<file path="src/rtl/capp_search_sequencer.sv">
// Search sequencer for a content-addressable cell array: drives one masked search per
// command, latches the responder set, reports its size and optionally streams indices.
module capp_search_sequencer #(
  parameter int WORDS  = 100,
  parameter int WIDTH  = 32,
  parameter int SETTLE = 1,
  parameter int IDXW   = 7
) (
  input  logic               clk,
  input  logic               rst,
  input  logic               cmd_valid,
  output logic               cmd_ready,
  input  logic [WIDTH-1:0]   cmd_comparand,
  input  logic [WIDTH-1:0]   cmd_mask,
  input  logic               cmd_count_only,
  input  logic               abort,
  output logic [2*WIDTH-1:0] mismatch_lines,
  input  logic [WORDS-1:0]   match_lines,
  output logic               rsp_valid,
  input  logic               rsp_ready,
  output logic [IDXW-1:0]    rsp_index,
  output logic               rsp_last,
  output logic [IDXW:0]      match_count,
  output logic               done,
  output logic               busy
);
  typedef enum logic [1:0] {IDLE, SEARCH, RESOLVE, DONE} state_t;

  localparam logic [WORDS-1:0] ONE = WORDS'(1);

  state_t             state, state_nxt;
  logic [WORDS-1:0]   tag;
  logic [WORDS-1:0]   tag_low;
  logic [WORDS-1:0]   responders;
  logic [IDXW:0]      resp_count;
  logic               count_only;
  logic [3:0]         settle_cnt;
  logic               settled;

  function automatic logic [2*WIDTH-1:0] encode(input logic [WIDTH-1:0] comp,
                                                input logic [WIDTH-1:0] mask);
    logic [2*WIDTH-1:0] lines;
    lines = '0;
    for (int j = 0; j < WIDTH; j++) begin
      lines[2*j+1] = mask[j] & ~comp[j];
      lines[2*j]   = mask[j] &  comp[j];
    end
    return lines;
  endfunction

  function automatic logic [IDXW:0] popcount(input logic [WORDS-1:0] v);
    logic [IDXW:0] n;
    n = '0;
    for (int i = 0; i < WORDS; i++) n = n + {{IDXW{1'b0}}, v[i]};
    return n;
  endfunction

  function automatic logic [IDXW-1:0] lowest(input logic [WORDS-1:0] v);
    logic [IDXW-1:0] idx;
    idx = '0;
    for (int i = WORDS - 1; i >= 0; i--) if (v[i]) idx = IDXW'(i);
    return idx;
  endfunction

  // match_lines flags mismatching words, so responders are its complement
  assign responders = ~match_lines;
  assign resp_count = popcount(responders);
  assign settled    = (settle_cnt == 4'(SETTLE - 1));
  assign tag_low    = tag & (~tag + ONE);

  always_ff @(posedge clk or posedge rst) begin
    if (rst) state <= IDLE;
    else     state <= state_nxt;
  end

  always_comb begin
    state_nxt = state;
    cmd_ready = 1'b0;
    rsp_valid = 1'b0;
    rsp_index = '0;
    rsp_last  = 1'b0;
    done      = 1'b0;
    busy      = (state != IDLE);
    case (state)
      IDLE: begin
        cmd_ready = 1'b1;
        if (cmd_valid) state_nxt = SEARCH;
      end
      SEARCH: begin
        if (abort)        state_nxt = DONE;
        else if (settled) state_nxt = (resp_count == '0 || count_only) ? DONE : RESOLVE;
      end
      RESOLVE: begin
        rsp_valid = 1'b1;
        rsp_index = lowest(tag);
        rsp_last  = (tag != '0) && ((tag & (tag - ONE)) == '0);
        if (abort || (rsp_ready && rsp_last)) state_nxt = DONE;
      end
      DONE: begin
        done      = 1'b1;
        state_nxt = IDLE;
      end
      default: state_nxt = IDLE;
    endcase
  end

  always_ff @(posedge clk or posedge rst) begin
    if (rst) begin
      mismatch_lines <= '0;
      tag            <= '0;
      match_count    <= '0;
      count_only     <= 1'b0;
      settle_cnt     <= '0;
    end else begin
      case (state)
        IDLE: if (cmd_valid) begin
          mismatch_lines <= encode(cmd_comparand, cmd_mask);
          count_only     <= cmd_count_only;
          settle_cnt     <= '0;
        end
        SEARCH: begin
          if (abort) begin
            mismatch_lines <= '0;
            tag            <= '0;
          end else if (settled) begin
            mismatch_lines <= '0;
            tag            <= responders;
            match_count    <= resp_count;
          end else begin
            settle_cnt <= settle_cnt + 4'd1;
          end
        end
        RESOLVE: begin
          if (abort)          tag <= '0;
          else if (rsp_ready) tag <= tag & ~tag_low;
        end
        DONE: tag <= '0;
        default: ;
      endcase
    end
  end
endmodule

</file>
<file path="config.mk">
export PLATFORM = sky130hd
export DESIGN_NAME = capp_search_sequencer
export DESIGN_NICKNAME = d
export VERILOG_FILES = /design/src/rtl/capp_search_sequencer.sv
export SDC_FILE = /design/constraint.sdc
export NUM_CORES = 1
export LEC_CHECK = 0
export ABC_AREA = 1
export CORE_MARGIN = 2
export CORE_UTILIZATION = 40
export DETAILED_ROUTE_END_ITERATION = 10
export GPL_TIMING_DRIVEN = 0
export SYNTH_ARGS = -nofsm -noshare
export SYNTH_HDL_FRONTEND = slang
export SYNTH_SLANG_ARGS = --single-unit
</file>
<file path="constraint.sdc">
create_clock -name clk -period 8 [get_ports clk]
set_input_delay 1.6 -clock clk [delete_from_list [all_inputs] [get_ports clk]]
set_output_delay 1.6 -clock clk [all_outputs]
set_load 0.05 [all_outputs]
</file>
# Yosys cells after proc, flatten, opt, wreduce, memory -nomap -nowiden
# Index checks and enable logic that the tools add are counted.
[totals] input_bits=170 output_inout_bits=84 register_bits=179
[op_classes] bitwise=103 mux=124 n_addsub=102 eq_ne=9 n_reduce_logical=18
[op_table] op="adder 8 x 1 -> 8 bit" count=92
[op_table] op="2-to-1 mux 7 bit" count=101
[op_table] op="2-to-1 mux 100 bit" count=4
[op_table] op="AND 100 bit" count=3
[op_table] op="NOT 100 bit" count=3
[op_table] op="one-hot mux 100 bit (3 select lines)" count=1
[op_table] op="2-to-1 mux 64 bit" count=3
[op_table] op="one-hot mux 64 bit (2 select lines)" count=1
[op_table] op="adder 100 x 1 -> 100 bit (second input constant)" count=1
[op_table] op="logical NOT 100 bit" count=1
[op_table] op="nonzero test 100 bit" count=1
[op_table] op="subtractor 100 x 1 -> 100 bit (second input constant)" count=1
[op_table] op="AND 1 bit" count=64
[op_table] op="NOT 1 bit" count=33
[op_table] op="2-to-1 mux 4 bit" count=3
[op_table] op="AND reduction 3 bit" count=4
[op_table] op="adder 7 x 1 -> 8 bit" count=1
[op_table] op="logical NOT 8 bit" count=1
[op_table] op="2-to-1 mux 2 bit" count=4
[op_table] op="!= test 2 bit (second input constant)" count=4
[op_table] op="one-hot mux 2 bit (4 select lines)" count=1
[op_table] op="one-hot mux 4 bit (2 select lines)" count=1
[op_table] op="adder 6 x 1 -> 7 bit" count=1
[op_table] op="adder 5 x 1 -> 6 bit" count=1
[op_table] op="17 further kinds" count=26

# Depth between registers and ports, before layout
[logic_depth] word_depth=106 ltp_mapped=99

# Worst setup path before layout
# No wires, ideal clock.
[synth_path] kind="input port to flip-flop" from="input port match_lines[0]" to="register state[0]" arrival_time_ns=7.582 path_stages=23 t_required_ns=7.923 slack_ns=0.341 setup_ns=0.077 path_buffers=0 cell_sequence="inv_1 > fa_1 > fa_1 > inv_1 > fa_1 > fa_1 > fa_1 > fa_1 > fa_1 > fa_1 > fa_1 > inv_1 > fa_1 > nand3_1 > nand2_1 > a21oi_1 > nor2_1 > nor2_1 > xor2_1 > nand4_1 > a21oi_1 > o21ai_1 > o21ai_1"
[synth_between] elab_chain_cells=106
[synth_lines] element="start: declaration" line_no="18" source="input logic [WORDS-1:0] match_lines,"
[synth_lines] element="NOT 100 bit" line_no="66" source="assign responders = ~match_lines;"
[synth_lines] element="adder 1 x 1 -> 2 bit" line_no="54" source="for (int i = 0; i < WORDS; i++) n = n + {{IDXW{1'b0}}, v[i]};"
[synth_lines] element="adder 2 x 1 -> 3 bit" line_no="54"
[synth_lines] element="adder 3 x 1 -> 4 bit" line_no="54"
[synth_lines] element="adder 4 x 1 -> 5 bit" line_no="54"
[synth_lines] element="adder 5 x 1 -> 6 bit" line_no="54"
[synth_lines] element="adder 6 x 1 -> 7 bit" line_no="54"
[synth_lines] element="adder 7 x 1 -> 8 bit" line_no="54"
[synth_lines] element="adder 8 x 1 -> 8 bit (92 in series)" line_no="54"
[synth_lines] element="logical NOT 8 bit" line_no="91" source="else if (settled) state_nxt = (resp_count == '0 || count_only) ? DONE : RESOLVE;"
[synth_lines] element="logical OR 1 bit" line_no="91"
[synth_lines] element="2-to-1 mux 1 bit" line_no="91"
[synth_lines] element="2-to-1 mux 2 bit" line_no="91"
[synth_lines] element="2-to-1 mux 2 bit" line_no="90" source="if (abort) state_nxt = DONE;"
[synth_lines] element="one-hot mux 2 bit (4 select lines)" line_no="84" source="case (state)"
[synth_lines] element="end signal: assignment" line_no="73" source="else state <= state_nxt;"
[synth_lines] element="end: declaration" line_no="31" source="state_t state, state_nxt;"
# No other way between the ends. The select of a mux whose other input is x is not followed.
# A chain may end at the register's enable or synchronous reset.

# Final worst setup path
[layout_path] from="input port match_lines[1]" to="register state[0]"
# Same word-level chain as after synthesis.

==> results by group <==
Min path
  – Hold Crit Class: reg -> reg
  – Hold_sp: match_count[1]
  – Hold depth: 2
  – Hold path endpoint: match_count[1]

Floorplan
  – Core area: 36600 um^2
  – Die Span X: 197 um
  – Die height: 197 um
  – Row count: 70
  – I/O pin cnt: about 250
  – Initial Util: between 40 and 50%
  – Die Area: roughly 39000 um^2

Setup path
  – Worst-path cell chain: clkdlybuf4s50_1 > inv_1 > fa_1 > fa_1 > fa_1 > fa_1 > fa_1 > fa_1 > fa_1 > fa_1 > fa_1 > ha_2 > fa_2 > nand3_2 > nand2_2 > a21oi_2 > nor2_1 > nor2_1 > xor2_1 > nand4_1 > a21oi_1 > o21ai_1 > o21ai_1
  – Crit. End Element: flop
  – Critical path buffer and inverter count: 2
  – R2R cell count: 18
  – Critical Path RT: between 8000 and 9000 ps
  – CP max-delay cell: fa_1
  – R2r setup slk: roughly 2200 ps
  – Worst setup SP type: primary input
  – CP peak stage delay: 570 ps
  – Crit-path most repeated cell: fa_1
  – Kind of critical path: in -> reg
  – R2r endpoint: state[0]
  – Worst flop-to-flop path startpoint: tag[10]
  – Arrival time worst endpoint: 8480 ps
  – Top Family by Delay on Critical Path: adder cells
  – Critical path fanouts, max: 2

Timing
  – Final hold vios: 0
  – RSZ-0062 raised after global routing: true
  – Pins over their slew limit: 0
  – Worst-Margin Slew: 1140 ps
  – Fin crit share: 101%
  – Final setup violation count: 1
  – Slew HR: between 20% and 30%
  – Peak Freq: 0.124 GHz
  – Final WS setup: -91.2 ps
  – Tmin final: 8090 ps
  – Hold Slack: 478 ps
  – Skew final: 16.0 ps

GRT
  – Global-route wire length before repair: 88100 um
  – Antenna violations before repair: 9
  – Met1 global-route usage: 40.0%
  – GRT Util Overall: 30.0%
  – GR Layer Usage met2: ~48%
  – Met3 Use GR: under 10%
  – Vias in the first global route: between 15k and 20k
  – Most crowded layer after global routing: met2
  – Largest net degree at the start of global routing: 109
  – Total global routing overflow: 0

Yosys
  – Syn Nets: around 2.3k
  – Share of the synthesized area in the top cell type: a little under a third
  – Cell taking the most area after synthesis: dfrtp_1
  – Synth Cell Area: 14900 um^2
  – Syn avg cell area: 7.40 um^2
  – Seq cells post-synth: between 150 and 200
  – Mapped Cells: 2011
  – Register area share after synthesis: 30.1%
  – Synth warn: 0
  – Netlist cell types: 34
  – Synth top area cells: dfrtp_1, fa_1, inv_1

Detailed routing
  – DRC: 0
  – Via count: 14.8k
  – Routed length per instance: 20.7 um
  – Routed Wire Length: 57300 um
  – DRT antenna net count: 0
  – Pre-antenna DRT Iters: 5
  – Via/cell ratio: about 5.4
  – Initial drt markers: 1240

Run status
  – Failing checks: negative setup slack
  – Outcome: finished, violations left

Clock tree
  – Root Buffer: clkbuf_16
  – Clock Path Buffers: 2
  – CTS buffer count: 17
  – Num Clock Sinks: around 180
  – Post-CTS Hold Fix Bufs: 0
  – Clock-pin slew on the worst setup and hold paths: 70 ps
  – Clock latency on the worst-skew pair: roughly 470 ps
  – TritonCTS clock tree: built
  – H-tree levels: 4

Cells and area
  – FF+latch area: around 4500 um^2
  – Share of cells above drive strength 1: around 8.0%
  – P&R area growth vs syn: 25.8%
  – FILL cells: roughly 3.7k
  – Nets@finish: 2572
  – Area of the multi-input gates: roughly 7800 um^2
  – Final core utilization: 51.1%

Place
  – # port buffers: 253
  – Detail Placement HPWL: ~46000 um
  – RePlAce Congestion: 1.04

Job
  – Max-cap violation count: 0
[cells by family after synthesis]
| family | synth area share (%) |
|---|---|
| AND/OR/NAND/NOR | 21.0 |
| buffers and inverters | 18.0 |
| AO/OA/AOI/OAI | 16.5 |
| flip-flops | 30.1 |
| adder cells (fa/ha/maj) | 13.9 |
| XOR/XNOR | 0.412 |
[cell type report]
type | instances | share of cell area (%)
Antenna cell | 3 | 0.0401
Buffer | 72 | 1.44
Tap cell | 468 | 3.13
Multi-Input combinational cell | 1283 | 41.6
Clock inverter | 14 | 0.909
Sequential cell | 179 | 23.9
Timing Repair Buffer | 259 | 13.7
Clock buffer | 18 | 2.29
Inverter | 477 | 12.9
[layout by cell type, fill, tap and decap left out, types with 17 or more instances in the layout]
master / n
bufinv_8: 45
o21ai_1: 39
o41ai_1: 35
o21ai_0: 107
a22oi_1: 73
nor4_1: 22
clkbuf_1: 60
dfrtp_1: 179
inv_1: 334
nor3_1: 28
nor2_1: 284
clkbuf_16: 17
nand4_1: 57
ha_1: 23
nand2_1: 311
clkdlybuf4s50_1: 226
fa_1: 83
nand3_1: 41
a21oi_1: 119
inv_2: 82
dlygate4sd2_1: 25
[worst reg2reg max path: stages (launching register included)]
cell and delay (ps):
dfrtp_1 420, nor2_1 260, inv_1 110, nor4_1 660, nand2_1 230, inv_2 130, nand2_1 100, nor2_1 290
inv_1 80, nor2_1 330, nand2_1 260, o41ai_1 670, nand4_1 170, or4_1 620, nor4_2 310, o2111ai_1 380
a211o_1 410, o21ai_1 140, o21ai_1 70
[timing repair]
action                                  in CTS  in global routing
setup buffers                                3                  2
gates resized for setup                     64                  4
pin swaps                                   60                  8
endpoints found under the setup margin       5                  6
gates cloned                                 0                  0
[worst max path at each step]
stage,from,to,cells past startpoint
3_3_place_gp,rst,tag[7],2
4_1_cts,match_lines[45],state[0],23
3_5_place_dp,match_lines[5],state[0],23
2_1_floorplan,match_lines[0],state[0],23
6_report,match_lines[1],state[0],23
5_1_grt,tag[98],rsp_index[0],100
[state kept, by name, summed over array words and instances, names as in the netlist]
register / cells
settle_cnt: 4
tag: 100
mismatch_lines: 64
match_count: 8
count_only: 1
state: 2
[layer usage]
layer	wire length, um	part of all wire [%]	vias to the layer above
met5	80	0.14	-
met4	1720	3.0	12
met3	4610	8.0	99
met2	26400	46	598
met1	24500	43	7158
li1	-	-	6977
[Yosys cell counts]
library cell / n
clkinv_1: 15
bufinv_8: 45
o22ai_1: 6
a2bb2oi_1: 12
o21a_1: 1
nand3_1: 42
o21ai_0: 108
or2_2: 1
inv_2: 66
xor2_1: 6
o21ai_1: 39
a21oi_1: 120
a211o_1: 1
nor4_1: 24
a21oi_2: 1
o2111ai_1: 2
ha_1: 25
o31ai_1: 3
inv_1: 351
a31oi_1: 8
or4_1: 1
nor2_1: 286
xnor2_1: 1
o41ai_1: 35
nand2_1: 312
clkbuf_1: 59
dfrtp_1: 179
nor3b_1: 1
a22oi_1: 73
nor3_1: 29
fa_1: 88
buf_1: 13
nand4_1: 57
a2111oi_0: 1
[per-stage QoR]
| step | setup TNS (ps) | worst slack [ps] | instance area (um^2) | instances |
|---|---|---|---|---|
| 2_1_floorplan | 0 | 341 | 14900 | 2011 |
| 3_3_place_gp | -298690 | -1680 | 18000 | 2732 |
| 3_5_place_dp | -2330 | -748 | 18000 | 2733 |
| 4_1_cts | 0 | 1.74 | 18700 | 2768 |
| 5_1_grt | -1210 | -905 | 18700 | 2772 |
| 6_report | -91.2 | -91.2 | 18700 | 2773 |
Power is left out: the tool's default activity adds up to more than one toggle a clock period on the data nets, which glitch-free logic cannot reach.
